### src/rtl/csrisc_alu_pkg.sv
// Shared ALU definitions: slice width, add/sub FSM state encoding and NZCV flag layout.
package csrisc_alu_pkg;

    localparam int unsigned SLICE_W = 16;

    typedef enum logic [1:0] {
        ST_IDLE = 2'd0,
        ST_CALC = 2'd1,
        ST_DONE = 2'd2
    } state_e;

    // Flag vector layout {N,Z,C,V}
    typedef struct packed {
        logic n;
        logic z;
        logic c;
        logic v;
    } flags_t;

    function automatic int unsigned num_slices(input int unsigned width);
        return width / SLICE_W;
    endfunction

endpackage

### src/rtl/cla_16bit_lcu.sv
// 16-bit carry-lookahead adder: four 4-bit groups joined by a lookahead carry unit.
module cla_16bit_lcu (
    input  logic [15:0] a_i,
    input  logic [15:0] b_i,
    input  logic        c_i,
    output logic [15:0] sum_o,
    output logic        c_o,
    output logic        p_o,
    output logic        g_o
);

    logic [15:0] p;
    logic [15:0] g;
    logic [15:0] c;
    logic [3:0]  gp;
    logic [3:0]  gg;
    logic [4:0]  gc;

    always_comb begin
        p = a_i ^ b_i;
        g = a_i & b_i;
        gp = '0;
        gg = '0;
        for (int unsigned k = 0; k < 4; k++) begin
            gp[k] = &p[4*k +: 4];
            gg[k] = g[4*k+3]
                  | (p[4*k+3] & g[4*k+2])
                  | (p[4*k+3] & p[4*k+2] & g[4*k+1])
                  | (p[4*k+3] & p[4*k+2] & p[4*k+1] & g[4*k]);
        end

        gc[0] = c_i;
        gc[1] = gg[0] | (gp[0] & c_i);
        gc[2] = gg[1] | (gp[1] & gg[0]) | (gp[1] & gp[0] & c_i);
        gc[3] = gg[2] | (gp[2] & gg[1]) | (gp[2] & gp[1] & gg[0])
              | (gp[2] & gp[1] & gp[0] & c_i);
        gc[4] = gg[3] | (gp[3] & gg[2]) | (gp[3] & gp[2] & gg[1])
              | (gp[3] & gp[2] & gp[1] & gg[0])
              | (gp[3] & gp[2] & gp[1] & gp[0] & c_i);

        // Within a group the carries ripple from the lookahead group carry-in
        c = '0;
        for (int unsigned k = 0; k < 4; k++) begin
            c[4*k] = gc[k];
            for (int unsigned j = 0; j < 3; j++) begin
                c[4*k+j+1] = g[4*k+j] | (p[4*k+j] & c[4*k+j]);
            end
        end

        sum_o = p ^ c;
        c_o   = gc[4];
        p_o   = &gp;
        g_o   = gg[3] | (gp[3] & gg[2]) | (gp[3] & gp[2] & gg[1])
              | (gp[3] & gp[2] & gp[1] & gg[0]);
    end

endmodule

### src/rtl/addsub32_seq.sv
// Multi-cycle WIDTH-bit add/subtract reusing one 16-bit CLA slice per cycle, low half first.
// Define ADDSUB_ADC_EN to take carry/borrow-in from op_cin (ADC/SBC).
module addsub32_seq
    import csrisc_alu_pkg::*;
#(
    parameter int unsigned WIDTH = 32
) (
    input  logic             clk,
    input  logic             rst,
    input  logic             in_valid,
    output logic             in_ready,
    input  logic [WIDTH-1:0] op_a,
    input  logic [WIDTH-1:0] op_b,
    input  logic             op_sub,
    input  logic             op_cin,
    output logic             out_valid,
    input  logic             out_ready,
    output logic [WIDTH-1:0] result,
    output logic             flag_n,
    output logic             flag_z,
    output logic             flag_c,
    output logic             flag_v
);

    localparam int unsigned NSLICE = num_slices(WIDTH);
    localparam int unsigned IDX_W  = (NSLICE > 1) ? $clog2(NSLICE) : 1;
    localparam logic [IDX_W-1:0] LAST_IDX = IDX_W'(NSLICE - 1);

    state_e             state_q, state_d;
    logic [WIDTH-1:0]   a_q, a_d;
    logic [WIDTH-1:0]   b_q, b_d;
    logic               carry_q, carry_d;
    logic [IDX_W-1:0]   idx_q, idx_d;
    logic [WIDTH-1:0]   result_q, result_d;
    flags_t             flags_q, flags_d;

    logic               c0;
    logic [SLICE_W-1:0] slice_a;
    logic [SLICE_W-1:0] slice_b;
    logic [SLICE_W-1:0] slice_sum;
    logic               slice_cout;
    logic               slice_p;
    logic               slice_g;
    logic               unused_pg;
    logic [WIDTH-1:0]   res_mrg;

`ifdef ADDSUB_ADC_EN
    assign c0 = op_sub ? ~op_cin : op_cin;
`else
    logic unused_cin;
    assign c0         = op_sub;
    assign unused_cin = op_cin;
`endif

    assign slice_a   = a_q[idx_q*SLICE_W +: SLICE_W];
    assign slice_b   = b_q[idx_q*SLICE_W +: SLICE_W];
    assign unused_pg = slice_p ^ slice_g;

    cla_16bit_lcu u_slice (
        .a_i   (slice_a),
        .b_i   (slice_b),
        .c_i   (carry_q),
        .sum_o (slice_sum),
        .c_o   (slice_cout),
        .p_o   (slice_p),
        .g_o   (slice_g)
    );

    // Full result with the current pass merged in, so Z/N/V see every slice on the last pass
    always_comb begin
        res_mrg = result_q;
        res_mrg[idx_q*SLICE_W +: SLICE_W] = slice_sum;
    end

    always_comb begin
        state_d   = state_q;
        a_d       = a_q;
        b_d       = b_q;
        carry_d   = carry_q;
        idx_d     = idx_q;
        result_d  = result_q;
        flags_d   = flags_q;
        in_ready  = 1'b0;
        out_valid = 1'b0;

        unique case (state_q)
            ST_IDLE: begin
                in_ready = 1'b1;
                if (in_valid) begin
                    a_d     = op_a;
                    b_d     = op_b ^ {WIDTH{op_sub}};
                    carry_d = c0;
                    idx_d   = '0;
                    state_d = ST_CALC;
                end
            end
            ST_CALC: begin
                result_d = res_mrg;
                carry_d  = slice_cout;
                if (idx_q == LAST_IDX) begin
                    flags_d.n = res_mrg[WIDTH-1];
                    flags_d.z = (res_mrg == '0);
                    flags_d.c = slice_cout;
                    flags_d.v = (a_q[WIDTH-1] == b_q[WIDTH-1]) &&
                                (res_mrg[WIDTH-1] != a_q[WIDTH-1]);
                    idx_d     = '0;
                    state_d   = ST_DONE;
                end else begin
                    idx_d = idx_q + IDX_W'(1);
                end
            end
            ST_DONE: begin
                out_valid = 1'b1;
                if (out_ready) begin
                    state_d = ST_IDLE;
                end
            end
            default: state_d = ST_IDLE;
        endcase
    end

    always_ff @(posedge clk) begin
        if (rst) begin
            state_q  <= ST_IDLE;
            a_q      <= '0;
            b_q      <= '0;
            carry_q  <= 1'b0;
            idx_q    <= '0;
            result_q <= '0;
            flags_q  <= '0;
        end else begin
            state_q  <= state_d;
            a_q      <= a_d;
            b_q      <= b_d;
            carry_q  <= carry_d;
            idx_q    <= idx_d;
            result_q <= result_d;
            flags_q  <= flags_d;
        end
    end

    assign result = result_q;
    assign flag_n = flags_q.n;
    assign flag_z = flags_q.z;
    assign flag_c = flags_q.c;
    assign flag_v = flags_q.v;

endmodule

### config.mk
export PLATFORM = sky130hd
export DESIGN_NAME = addsub32_seq
export DESIGN_NICKNAME = d
export VERILOG_FILES = /design/src/rtl/csrisc_alu_pkg.sv /design/src/rtl/cla_16bit_lcu.sv /design/src/rtl/addsub32_seq.sv
export SDC_FILE = /design/constraint.sdc
export NUM_CORES = 1
export LEC_CHECK = 0
export CAP_MARGIN = 5
export CORE_UTILIZATION = 35
export DETAILED_ROUTE_END_ITERATION = 8
export GPL_TIMING_DRIVEN = 0
export PLACE_DENSITY = 0.7
export SYNTH_ARGS = -nofsm -noshare
export SYNTH_HDL_FRONTEND = slang
export SYNTH_SLANG_ARGS = --single-unit
### constraint.sdc
create_clock -name clk -period 4.5 [get_ports clk]
set_input_delay 0.675 -clock clk [delete_from_list [all_inputs] [get_ports clk]]
set_output_delay 0.675 -clock clk [all_outputs]
set_load 0.005 [all_outputs]
# == Word-level counts from Yosys, hierarchy flattened ==
# Cells that the tools add are included.
# classes
addsub,2
eq_ne,7
shift,4
muxes,12
n_bitwise,86
reduce_logical,12
# op_table
op,n
$shiftx 32x6->16,2
$and 1x1->1,48
$neg 5->34,1
$or 1x1->1,34
$shift 16x34->32 const A,1
$shiftx 16x34->32,1
$bwmux 32,1
$logic_not 32->1,1
$xor 16x16->16,2
$xor 32x32->32,1
$and 16x16->16,1
$reduce_and 4->1,4
$mux 2,3
$ne 2x2->1 const B,3
$pmux 2 s3,1
$reduce_and 2->1,3
$mux 1,5
$pmux 1 s2,2
$reduce_and 3->1,1
$eq 2x1->1 const B,1
$eq 2x2->1 const B,1
$logic_not 2->1,1
$reduce_bool 2->1,1
$add 1x1->1 const B,1
other kinds (3),3
# totals
regBits,104
input_bits,70
wordCells,133

# == Longest topological paths before layout ==
# Gate-level depths: netlist of the first run.
# depth
word_depth,21
ltp_mapped,17
ltp_nobuf,15

# == Modules after synthesis ==
# From an unflattened synthesis of the first run, not the netlist that was laid out.
# unflattened
hier_cells,599
area_unflattened_um2,5312.6
# modules_own_cells
module,n_inst,cells_per_inst,area_each_um2,seq_area_each_um2
addsub32_seq,1,518,4566.9,2082.0
cla_16bit_lcu,1,81,745.7,0.0

# == Least setup slack after synthesis of the first run ==
# OpenSTA, ideal clock, no wires.
# synth_timing
path_type,reg-to-reg
from,register idx_q
to,register flags_q (netlist bit flag_z)
setup_ns,0.084
t_arrival_ns,4.407
required_ns,4.416
setup_slack_ns,0.009
path_stages_with_launch,16
n_path_buf,2
synth_period_minus_slack_ns,4.491
path_cell_list,dfxtp_1 > buf_2 > buf_2 > mux2_2 > ha_1 > a21o_1 > a221oi_1 > nor2_1 > or2_2 > fa_1 > fa_1 > fa_1 > xnor2_1 > nor4b_1 > nand4_1 > o31ai_2
# synth_between
elab_chain_cells,20
word_cells_on_any_way,77
classes_between,add/sub (1); shift (4); mux (1); bitwise (66); reduce/logical (5)
# synth_rtl
element,line,rtl
start: declaration,addsub32_seq.sv:33,"logic [IDX_W-1:0] idx_q, idx_d;"
start signal: assignment,addsub32_seq.sv:136,idx_q <= idx_d;
$shiftx 32x6->16 (on tied branches),"addsub32_seq.sv:55, addsub32_seq.sv:56",
$xor 16x16->16 / $and 16x16->16 (equally long branches),"cla_16bit_lcu.sv:20, cla_16bit_lcu.sv:21",
$and 1x1->1 (on tied branches),"cla_16bit_lcu.sv:27, cla_16bit_lcu.sv:28, cla_16bit_lcu.sv:29",
"$or 1x1->1, or another cell as far along",cla_16bit_lcu.sv:27,| (p[4*k+3] & g[4*k+2])
$or 1x1->1 / $and 1x1->1 (equally long branches),"cla_16bit_lcu.sv:28, cla_16bit_lcu.sv:29",
$or 1x1->1,cla_16bit_lcu.sv:29,| (p[4*k+3] & p[4*k+2] & p[4*k+1] & g[4*k]);
$and 1x1->1,cla_16bit_lcu.sv:35,gc[3] = gg[2] | (gp[2] & gg[1]) | (gp[2] & gp[1] & gg[0])
$or 1x1->1 (2 in series),cla_16bit_lcu.sv:35,
[3 not listed],-,
$and 1x1->1,cla_16bit_lcu.sv:46,c[4*k+j+1] = g[4*k+j] | (p[4*k+j] & c[4*k+j]);
$or 1x1->1,cla_16bit_lcu.sv:46,
$and 1x1->1,cla_16bit_lcu.sv:46,
$or 1x1->1,cla_16bit_lcu.sv:46,
$xor 16x16->16,cla_16bit_lcu.sv:50,sum_o = p ^ c;
$shiftx 16x34->32,addsub32_seq.sv:72,res_mrg[idx_q*SLICE_W +: SLICE_W] = slice_sum;
$bwmux 32,addsub32_seq.sv:72,
$logic_not 32->1,addsub32_seq.sv:102,flags_d.z = (res_mrg == '0);
end signal: assignment,addsub32_seq.sv:138,flags_q <= flags_d;
end: declaration,addsub32_seq.sv:35,"flags_t flags_q, flags_d;"
# Several ways; a longest one is shown, not always the timed one.
# A chain may end at the register's enable or synchronous reset.

# == Worst setup path in the final report of the first run ==
# Ends and elaborated chain as after synthesis.

==> results.ini, run 1 <==
[global_routing]
track_usage_pct=20.1
grt_pass1_wl_microns=22400
grt_start_max_net_pins=16
antenna_found_initial=0
grt_pass1_vias=4401
overflow=0

[clocking]
root_buffer=clkbuf_16
cts_made_buffers=9
cts.path.max_buffers=2
cts_tree=yes
hold_buffers=0
path_clk_slew_ns=0.07
clk_latency_ns=0.35
htreeDepth=3
cts.sinks=104

[logic_synthesis]
synth_compound_area_share_pct=14.9
synth_cells=574
yosysWarnings=0
synthAdderAreaFrac_pct=8.80
yosys.cell_types.count=40
synth_area_sq_um=5010
muxShareOfSynthArea_pct=7.05
yosys.area_share.simple_pct=17.1
syn_area_per_cell_sq_um=8.72
synth_top_family_by_area=simple AND/OR/NAND/NOR gates
synth-seq-cells=104
synth_edf_count=0
ys.flop_type=dfxtp_1
yosysSeqAreaShare_pct=41.6
ys_async_sr_fraction_pct=0
synth_xor_area_share_pct=6.30
syn_nets=672

[final_layout]
area_growth_pct=36.6
fin_cells=882
final_area_sq_um=6840
regArea_sq_um=2080
final_common_cell=nand2_1
nets=795
multi_input_area_sq_um=2860
fillerInstances=1317
mostFrequentLayoutCells=nand2_1, clkdlybuf4s50_1, dfxtp_1
drive_gt1_share_pct=13.2
diodes=0

[floorplan]
rows=43
num_io_pins=108
dieArea_sq_um=14800
core_area_sq_um=13900
chipHeight_microns=122
initial_core_util_pct=35.9
die_w_microns=122

[critical_path]
r2r_slack_ns=0.13
cp_max_fo=10
crit_path_top_delay_cell=or4b_4
worstPathArrival_ns=4.64
reg2reg_depth=15
r2r_start=idx_q
max_stage_delay_ns=0.48
crit_type=reg -> reg
crit_required_ns=4.77
r2r-end=flag_z
crit_buf_inv=3
endpoint_kind=flop
crit_chain=buf_12 -> buf_8 -> mux2_2 -> ha_1 -> a21oi_2 -> o22ai_2 -> or2_2 -> fa_1 -> fa_1 -> inv_1 -> fa_2 -> or4b_4 -> nor4b_4 -> nand4_1 -> o31ai_2
start_kind=flop
crit_family=adder cells
cpMostUsedCell=fa_1

[timing]
setup_ws_ns=0.132
fmax_mhz=229
whs_ns=0.451
period_share_pct=97.1
tightest_slew_ns=0.610
setup-violations-final=0
fin_crit_ns=4.37
final-hold-violation-count=0
slew-limit-headroom_pct=59.0
slew_viol_final=0
clock_skew_ns=0.00723

[drt]
dr_wl_met3_microns=781
route.vias.total=4441
drc=0
avgRoutedWirePerCell_microns=16.1
drt-pass1-iter-count=4
dr.first_iter.drc_count=191
met1_length_microns=6300
drtAntennaViolNets=0
wl_microns=14200
met2_length_microns=6720
top_layer=met4
via_per_inst=5.04

[power_and_ir_drop]
power.share.sequential_pct=42.5
p_int_w=0.00175
comb_power_share_pct=24.8
swShare_pct=28.3
p_leak_nw=2.56
peakVddDrop_mv=0.195
p_per_area_nw_per_um2=356
power.switching_w=0.000688
clkPwrFrac_pct=32.6
finalPower_w=0.00243

[min_path]
min_path_type=reg -> reg
min-delay-start=a_q[5]
hold_end=a_q[5]
min_path_cells=2

[place]
dp.cells=858
place_area_sq_um=6270
gp_congestion=0.867
dpl.hpwl_microns=11200
placement.io_buffers=104
pre_cts_ws_ns=-0.800

[run]
maxCapViolCount=0

[status]
status=complete, no violations

per-layer routing:
metal	vias up	global-route usage, %
met1	2081	25.2
met5	-	0
li1	2189	-
met3	28	3.00
met4	0	9.72
met2	143	33.6
final cells by class:
type	count	share of cell area, %
buffer	40	3.33
clock buffer	13	3.81
clock inverter	3	0.585
inverter	10	0.549
multi-input combinational	420	41.9
sequential	104	30.5
tap	180	3.29
timing repair buffer	112	16.1
worst max-delay path by stage:
stage | from | to | cells past startpoint
global route | idx_q | flag_z | 14
global placement | idx_q | flag_z | 16
finish | idx_q | flag_z | 15
floorplan | idx_q | flag_z | 15
detailed placement | idx_q | flag_z | 16
CTS | idx_q | flag_v | 14
power groups by stage:
| stage | clock [W] | sequential, W | combinational (W) |
|---|---|---|---|
| 4_1_cts | 0.000805 | 0.00103 | 0.000572 |
| 5_1_grt | 0.000845 | 0.00104 | 0.000656 |
| 2_1_floorplan | 0 | 0.00104 | 0.000319 |
| 3_5_place_dp | 0 | 0.00105 | 0.000538 |
| 6_report | 0.000794 | 0.00104 | 0.000604 |
| 3_3_place_gp | 0 | 0.00105 | 0.000526 |
logic make-up after synthesis:
kind of cell / count (synthesis)
simple gates: 202
flops: 104
xor+xnor: 36
compound gates: 122
fa+ha+maj: 28
mux: 32
buf+inv: 50
through the flow:
| stage | TNS [ns] | util, % |
|---|---|---|
| after CTS | 0 | 48.1 |
| after global placement | -2.51 | 45.0 |
| final | 0 | 49.1 |
| after detailed placement | -3.12 | 45.0 |
| after global routing | -0.00704 | 49.1 |
| after floorplan | 0 | - |
worst reg2reg max path: cells and delay by family (launching register included):
family | cells | cell delay (ns)
multiplexers | 1 | 0.38
adder cells (fa/ha/maj) | 4 | 1.45
AO/OA/AOI/OAI | 3 | 0.47
AND/OR/NAND/NOR | 4 | 1.19
buffers and inverters | 3 | 0.41
flip-flops | 1 | 0.37
synthesized netlist by cell type, types with 2 or more instances:
cell / instances / area share, %
or2_2: 2 / 0.25
nand3_1: 4 / 0.40
nand2b_1: 3 / 0.37
nand2_1: 120 / 9.0
o21ai_0: 3 / 0.30
buf_1: 2 / 0.15
a21o_1: 2 / 0.30
buf_2: 19 / 1.9
nor2_1: 53 / 4.0
xnor2_1: 36 / 6.3
ha_1: 16 / 4.0
mux2_2: 26 / 5.8
nor2b_1: 3 / 0.37
inv_1: 10 / 0.75
o21a_1: 2 / 0.30
fa_1: 12 / 4.8
a21oi_1: 67 / 6.7
nand4_1: 2 / 0.25
nor4b_1: 2 / 0.35
a211oi_1: 40 / 6.0
dfxtp_1: 104 / 42
nor4_1: 6 / 0.75
clkbuf_1: 18 / 1.3
mux2i_1: 6 / 1.2
flip-flops by register name, summed over array words and instances (netlist names):
register	cells
carry_q	1
flag_n	1
state_q	2
idx_q	1
b_q	32
result	32
a_q	32
flag_c	1
flag_z	1
flag_v	1
what timing repair did:
action	CTS	global route
pin swaps	2	3
endpoints found under the setup margin	7	4
gates resized for setup	23	16
setup buffers	3	5
No activity file was read; power rests on OpenSTA's default activity.
==> run 2, diff against run 1 <==
--- a/config.mk
+++ b/config.mk
@@ -6,10 +6,10 @@
 export NUM_CORES = 1
 export LEC_CHECK = 0
 export CAP_MARGIN = 5
-export CORE_UTILIZATION = 35
+export CORE_UTILIZATION = 25
 export DETAILED_ROUTE_END_ITERATION = 8
 export GPL_TIMING_DRIVEN = 0
-export PLACE_DENSITY = 0.7
+export PLACE_DENSITY = 0.56
 export SYNTH_ARGS = -nofsm -noshare
 export SYNTH_HDL_FRONTEND = slang
 export SYNTH_SLANG_ARGS = --single-unit
==> results.ini, run 2 (same netlist as run 1, synthesis figures left out) <==
[status]
status=complete, no violations

[run]
maxCapViolCount=0

[drt]
drc=0
via_per_inst=4.45
drt-pass1-iter-count=4
drtAntennaViolNets=0
route.vias.total=4284
dr.first_iter.drc_count=206
avgRoutedWirePerCell_microns=15.3
wl_microns=14700

[global_routing]
busiest_layer=met2
grt_pass1_vias=4307
met1_usage_pct=19.8
grt_start_max_net_pins=16
track_usage_pct=15.0
use_met3_pct=3.50
grt_pass1_wl_microns=23000
use_met2_pct=24.3
antenna_found_initial=0
overflow=0

[clocking]
cts.path.max_buffers=2
cts.sinks=104
path_clk_slew_ns=0.07
cts_made_buffers=9
hold_buffers=0
root_buffer=clkbuf_16
cts_tree=yes
clk_latency_ns=0.35
htreeDepth=3

[min_path]
min_path_type=reg -> reg
min_path_cells=2

[power_and_ir_drop]
peakVddDrop_mv=0.165
p_leak_nw=2.52
p_per_area_nw_per_um2=350

[timing]
setup-violations-final=0
period_share_pct=96.2
tightest_slew_ns=0.678
clock_skew_ns=0.00774
tns_ns=0
slew_viol_final=0
whs_ns=0.453
fin_crit_ns=4.33
rsz0062_at_grt=no
final-hold-violation-count=0
fmax_mhz=231
slew-limit-headroom_pct=54.8

[floorplan]
num_io_pins=108
rows=51
core_area_sq_um=19500
die_w_microns=144
chipHeight_microns=144
initial_core_util_pct=25.6
dieArea_sq_um=20600

[critical_path]
crit_type=reg -> reg
crit_buf_inv=4
r2r_slack_ns=0.17
max_stage_delay_ns=0.49
crit_required_ns=4.77
crit_path_top_delay_cell=or4b_4
path_depth=16
start_kind=flop
cpMostUsedCell=fa_1
cp_max_fo=10
worstPathArrival_ns=4.60
crit_family=adder cells
crit_chain=buf_6 -> buf_8 -> mux2i_2 -> inv_1 -> ha_1 -> a21oi_1 -> o22ai_2 -> or2_2 -> fa_1 -> fa_1 -> inv_1 -> fa_1 -> or4b_4 -> nor4b_4 -> nand4_1 -> o31ai_2
endpoint_kind=flop
reg2reg_depth=16

[final_layout]
fillerInstances=2115
drive_gt1_share_pct=12.1
nets=791
diodes=0
final_common_cell=nand2_1
mostFrequentLayoutCells=nand2_1, clkdlybuf4s50_1, dfxtp_1
fin_cells=962
area_growth_pct=36.0

[place]
placement.io_buffers=104
dp.cells=943
gp_congestion=0.800
dpl.hpwl_microns=11500

[run 2: path summary, 6_finish.rpt]
| path | to | from |
|---|---|---|
| max | flag_z | idx_q |
| min | a_q[11] | a_q[11] |
| max reg2reg | flag_z | idx_q |
| min reg2reg | a_q[11] | a_q[11] |
[run 2: what timing repair did]
| action | CTS | global route |
|---|---|---|
| endpoints found under the setup margin | 7 | 2 |
| buffers inserted | 3 | 1 |
| gates resized for setup | 20 | 5 |
| pin swaps | 2 | 2 |
[run 2: where the power goes]
group	total [W]	switching, W	internal, W
Clock	0.000780	0.000339	0.000441
Combinational	0.000573	0.000298	0.000275
Sequential	0.00103	0.0000442	0.000988
Total	0.00239	0.000682	0.00170
[run 2: cell type report]
type                       instances  area, sq um  area share, %
buffer                            40          206           3.03
clock buffer                      11          243           3.56
inverter                          10         37.5          0.551
sequential                       104         2080           30.6
multi-input combinational        420         2790           41.0
tap                              265          332           4.87
clock inverter                     4         45.0          0.661
timing repair buffer             108         1070           15.7
[run 2: tightest hold or removal path, cell delays in order, from the launching register on]
cell and delay (ns):
dfxtp_1 0.31, nand2_1 0.05, a21oi_1 0.05
[run 2: metal layers]
layer / vias up / share of wire (%)
met5: - / 0
met4: 0 / 1.9
met3: 21 / 5.0
met2: 122 / 44
met1: 1953 / 49
li1: 2188 / -
[run 2: per-stage QoR]
| stage | power [W] | cell area, sq um | utilization [%] | setup WS (ns) |
|---|---|---|---|---|
| global placement | 0.00159 | 6380 | 32.7 | -0.803 |
| finish | 0.00239 | 6810 | 34.9 | 0.172 |
| global route | 0.00250 | 6810 | 34.9 | 0.0113 |
| detailed placement | 0.00159 | 6380 | 32.7 | -0.844 |
| CTS | 0.00240 | 6780 | 34.7 | 0.0430 |
| floorplan | 0.00136 | 5010 | - | 0.00904 |
==> run 3, diff against run 2 <==
--- a/config.mk
+++ b/config.mk
@@ -6,10 +6,11 @@
 export NUM_CORES = 1
 export LEC_CHECK = 0
 export CAP_MARGIN = 5
-export CORE_UTILIZATION = 25
+export CORE_UTILIZATION = 40
 export DETAILED_ROUTE_END_ITERATION = 8
 export GPL_TIMING_DRIVEN = 0
-export PLACE_DENSITY = 0.56
+export MAX_ROUTING_LAYER = met4
+export PLACE_DENSITY = 0.77
 export SYNTH_ARGS = -nofsm -noshare
 export SYNTH_HDL_FRONTEND = slang
 export SYNTH_SLANG_ARGS = --single-unit
==> results.ini, run 3 (same netlist as run 1, synthesis figures left out) <==
[power_and_ir_drop]
swShare_pct=27.2
p_int_w=0.00182
power.switching_w=0.000680
clkPwrFrac_pct=35.1
comb_power_share_pct=23.5
p_leak_nw=2.55
p_per_area_nw_per_um2=369
power.share.sequential_pct=41.4
peakVddDrop_mv=0.242

[global_routing]
track_usage_pct=22.5
overflow=0
grt_pass1_wl_microns=21800
grt_pass1_vias=4497
grt_start_max_net_pins=16
antenna_found_initial=0

[place]
dpl.hpwl_microns=10800
place_area_sq_um=6260
placement.io_buffers=104
gp_congestion=0.893

[clocking]
path_clk_slew_ns=0.07
clk_latency_ns=0.34
htreeDepth=3
cts.sinks=104
cts.path.max_buffers=2
root_buffer=clkbuf_16
cts_made_buffers=9
cts_tree=yes

[timing]
period_share_pct=96.4
setup-violations-final=0
tightest_slew_ns=0.683
fin_crit_ns=4.34
fmax_mhz=231
rsz0062_at_grt=no
final-hold-violation-count=0
slew_viol_final=0
clock_skew_ns=0.00838
slew-limit-headroom_pct=54.1

[final_layout]
mostFrequentLayoutCells=nand2_1, clkdlybuf4s50_1, dfxtp_1
diodes=0
area_growth_pct=35.0
final_util_pct=55.8
nets=792
final_common_cell=nand2_1
drive_gt1_share_pct=11.9
final_area_sq_um=6760

[critical_path]
start_kind=flop
endpoint_kind=flop
worstPathArrival_ns=4.60
crit_required_ns=4.76
crit_type=reg -> reg
cp_max_fo=10

[floorplan]
dieArea_sq_um=13000
num_io_pins=108
die_w_microns=114
core_area_sq_um=12100
rows=40
initial_core_util_pct=41.3
chipHeight_microns=114

[drt]
route.vias.total=4548
dr.first_iter.drc_count=301
drtAntennaViolNets=0
wl_microns=14000
drc=0
via_per_inst=5.25
drt-pass1-iter-count=4
avgRoutedWirePerCell_microns=16.1

[min_path]
min_path_type=reg -> reg

[run]
maxCapViolCount=0

[status]
status=complete, no violations

[run 3: final cells by class]
type / count / area [sq um]
Clock buffer: 13 / 240
Sequential cell: 104 / 2080
Clock inverter: 3 / 90.1
Tap cell: 168 / 210
Multi-Input combinational cell: 420 / 2810
Buffer: 40 / 215
Inverter: 10 / 37.5
Timing Repair Buffer: 109 / 1080
Fill cell: 1075 / 5350
[run 3: per-layer routing]
metal / track usage [%] / share of wire, %
met1: 26.3 / 43
met2: 38.0 / 48
met3: 3.61 / 5.2
met4: 10.6 / 3.9
met5: - / 0
[run 3: power by group through the flow]
stage / Combinational (W) / Clock, W / Sequential (W)
4_1_cts: 0.000564 / 0.000878 / 0.00103
6_report: 0.000587 / 0.000875 / 0.00103
3_5_place_dp: 0.000532 / 0 / 0.00105
3_3_place_gp: 0.000518 / 0 / 0.00105
5_1_grt: 0.000629 / 0.000920 / 0.00104
2_1_floorplan: 0.000319 / 0 / 0.00104
[run 3: worst max-delay path, stage by stage, from the launching register on]
cell     delay (ns)
dfxtp_2        0.35
buf_6          0.14
buf_12         0.16
mux2i_2        0.31
inv_1          0.08
ha_1           0.30
a21oi_1        0.16
o22ai_1        0.15
or2_2          0.32
fa_1           0.46
fa_1           0.42
inv_1          0.09
fa_1           0.24
or4b_4         0.49
nor4b_4        0.22
nand4_1        0.15
o31ai_2        0.20
[run 3: final timing paths]
path	start	end	slack [ns]	cells past startpoint
hold reg to reg	result[30]	result[30]	0.46	2
setup reg to reg	idx_q	flag_z	0.16	16
setup / recovery	idx_q	flag_z	0.16	16
hold / removal	result[30]	result[30]	0.46	2
[run 3: what timing repair did]
item | CTS | global route
pin swaps | 2 | 3
resized for setup | 21 | 8
hold buffers | 0 | 0
buffers inserted | 3 | 2
endpoints found under the setup margin | 7 | 2
gates cloned | 0 | 0
[run 3: through the flow]
stage	cells	power, W	setup WS (ns)	hold WS, ns	setup TNS (ns)
after floorplan	574	0.00136	0.00904	0.433	0
after global placement	846	0.00156	-0.760	0.439	-2.72
after detailed placement	846	0.00158	-0.863	0.450	-3.31
after CTS	865	0.00247	0.0456	0.459	0
after global routing	867	0.00259	0.0121	0.476	0
final	867	0.00250	0.163	0.456	0
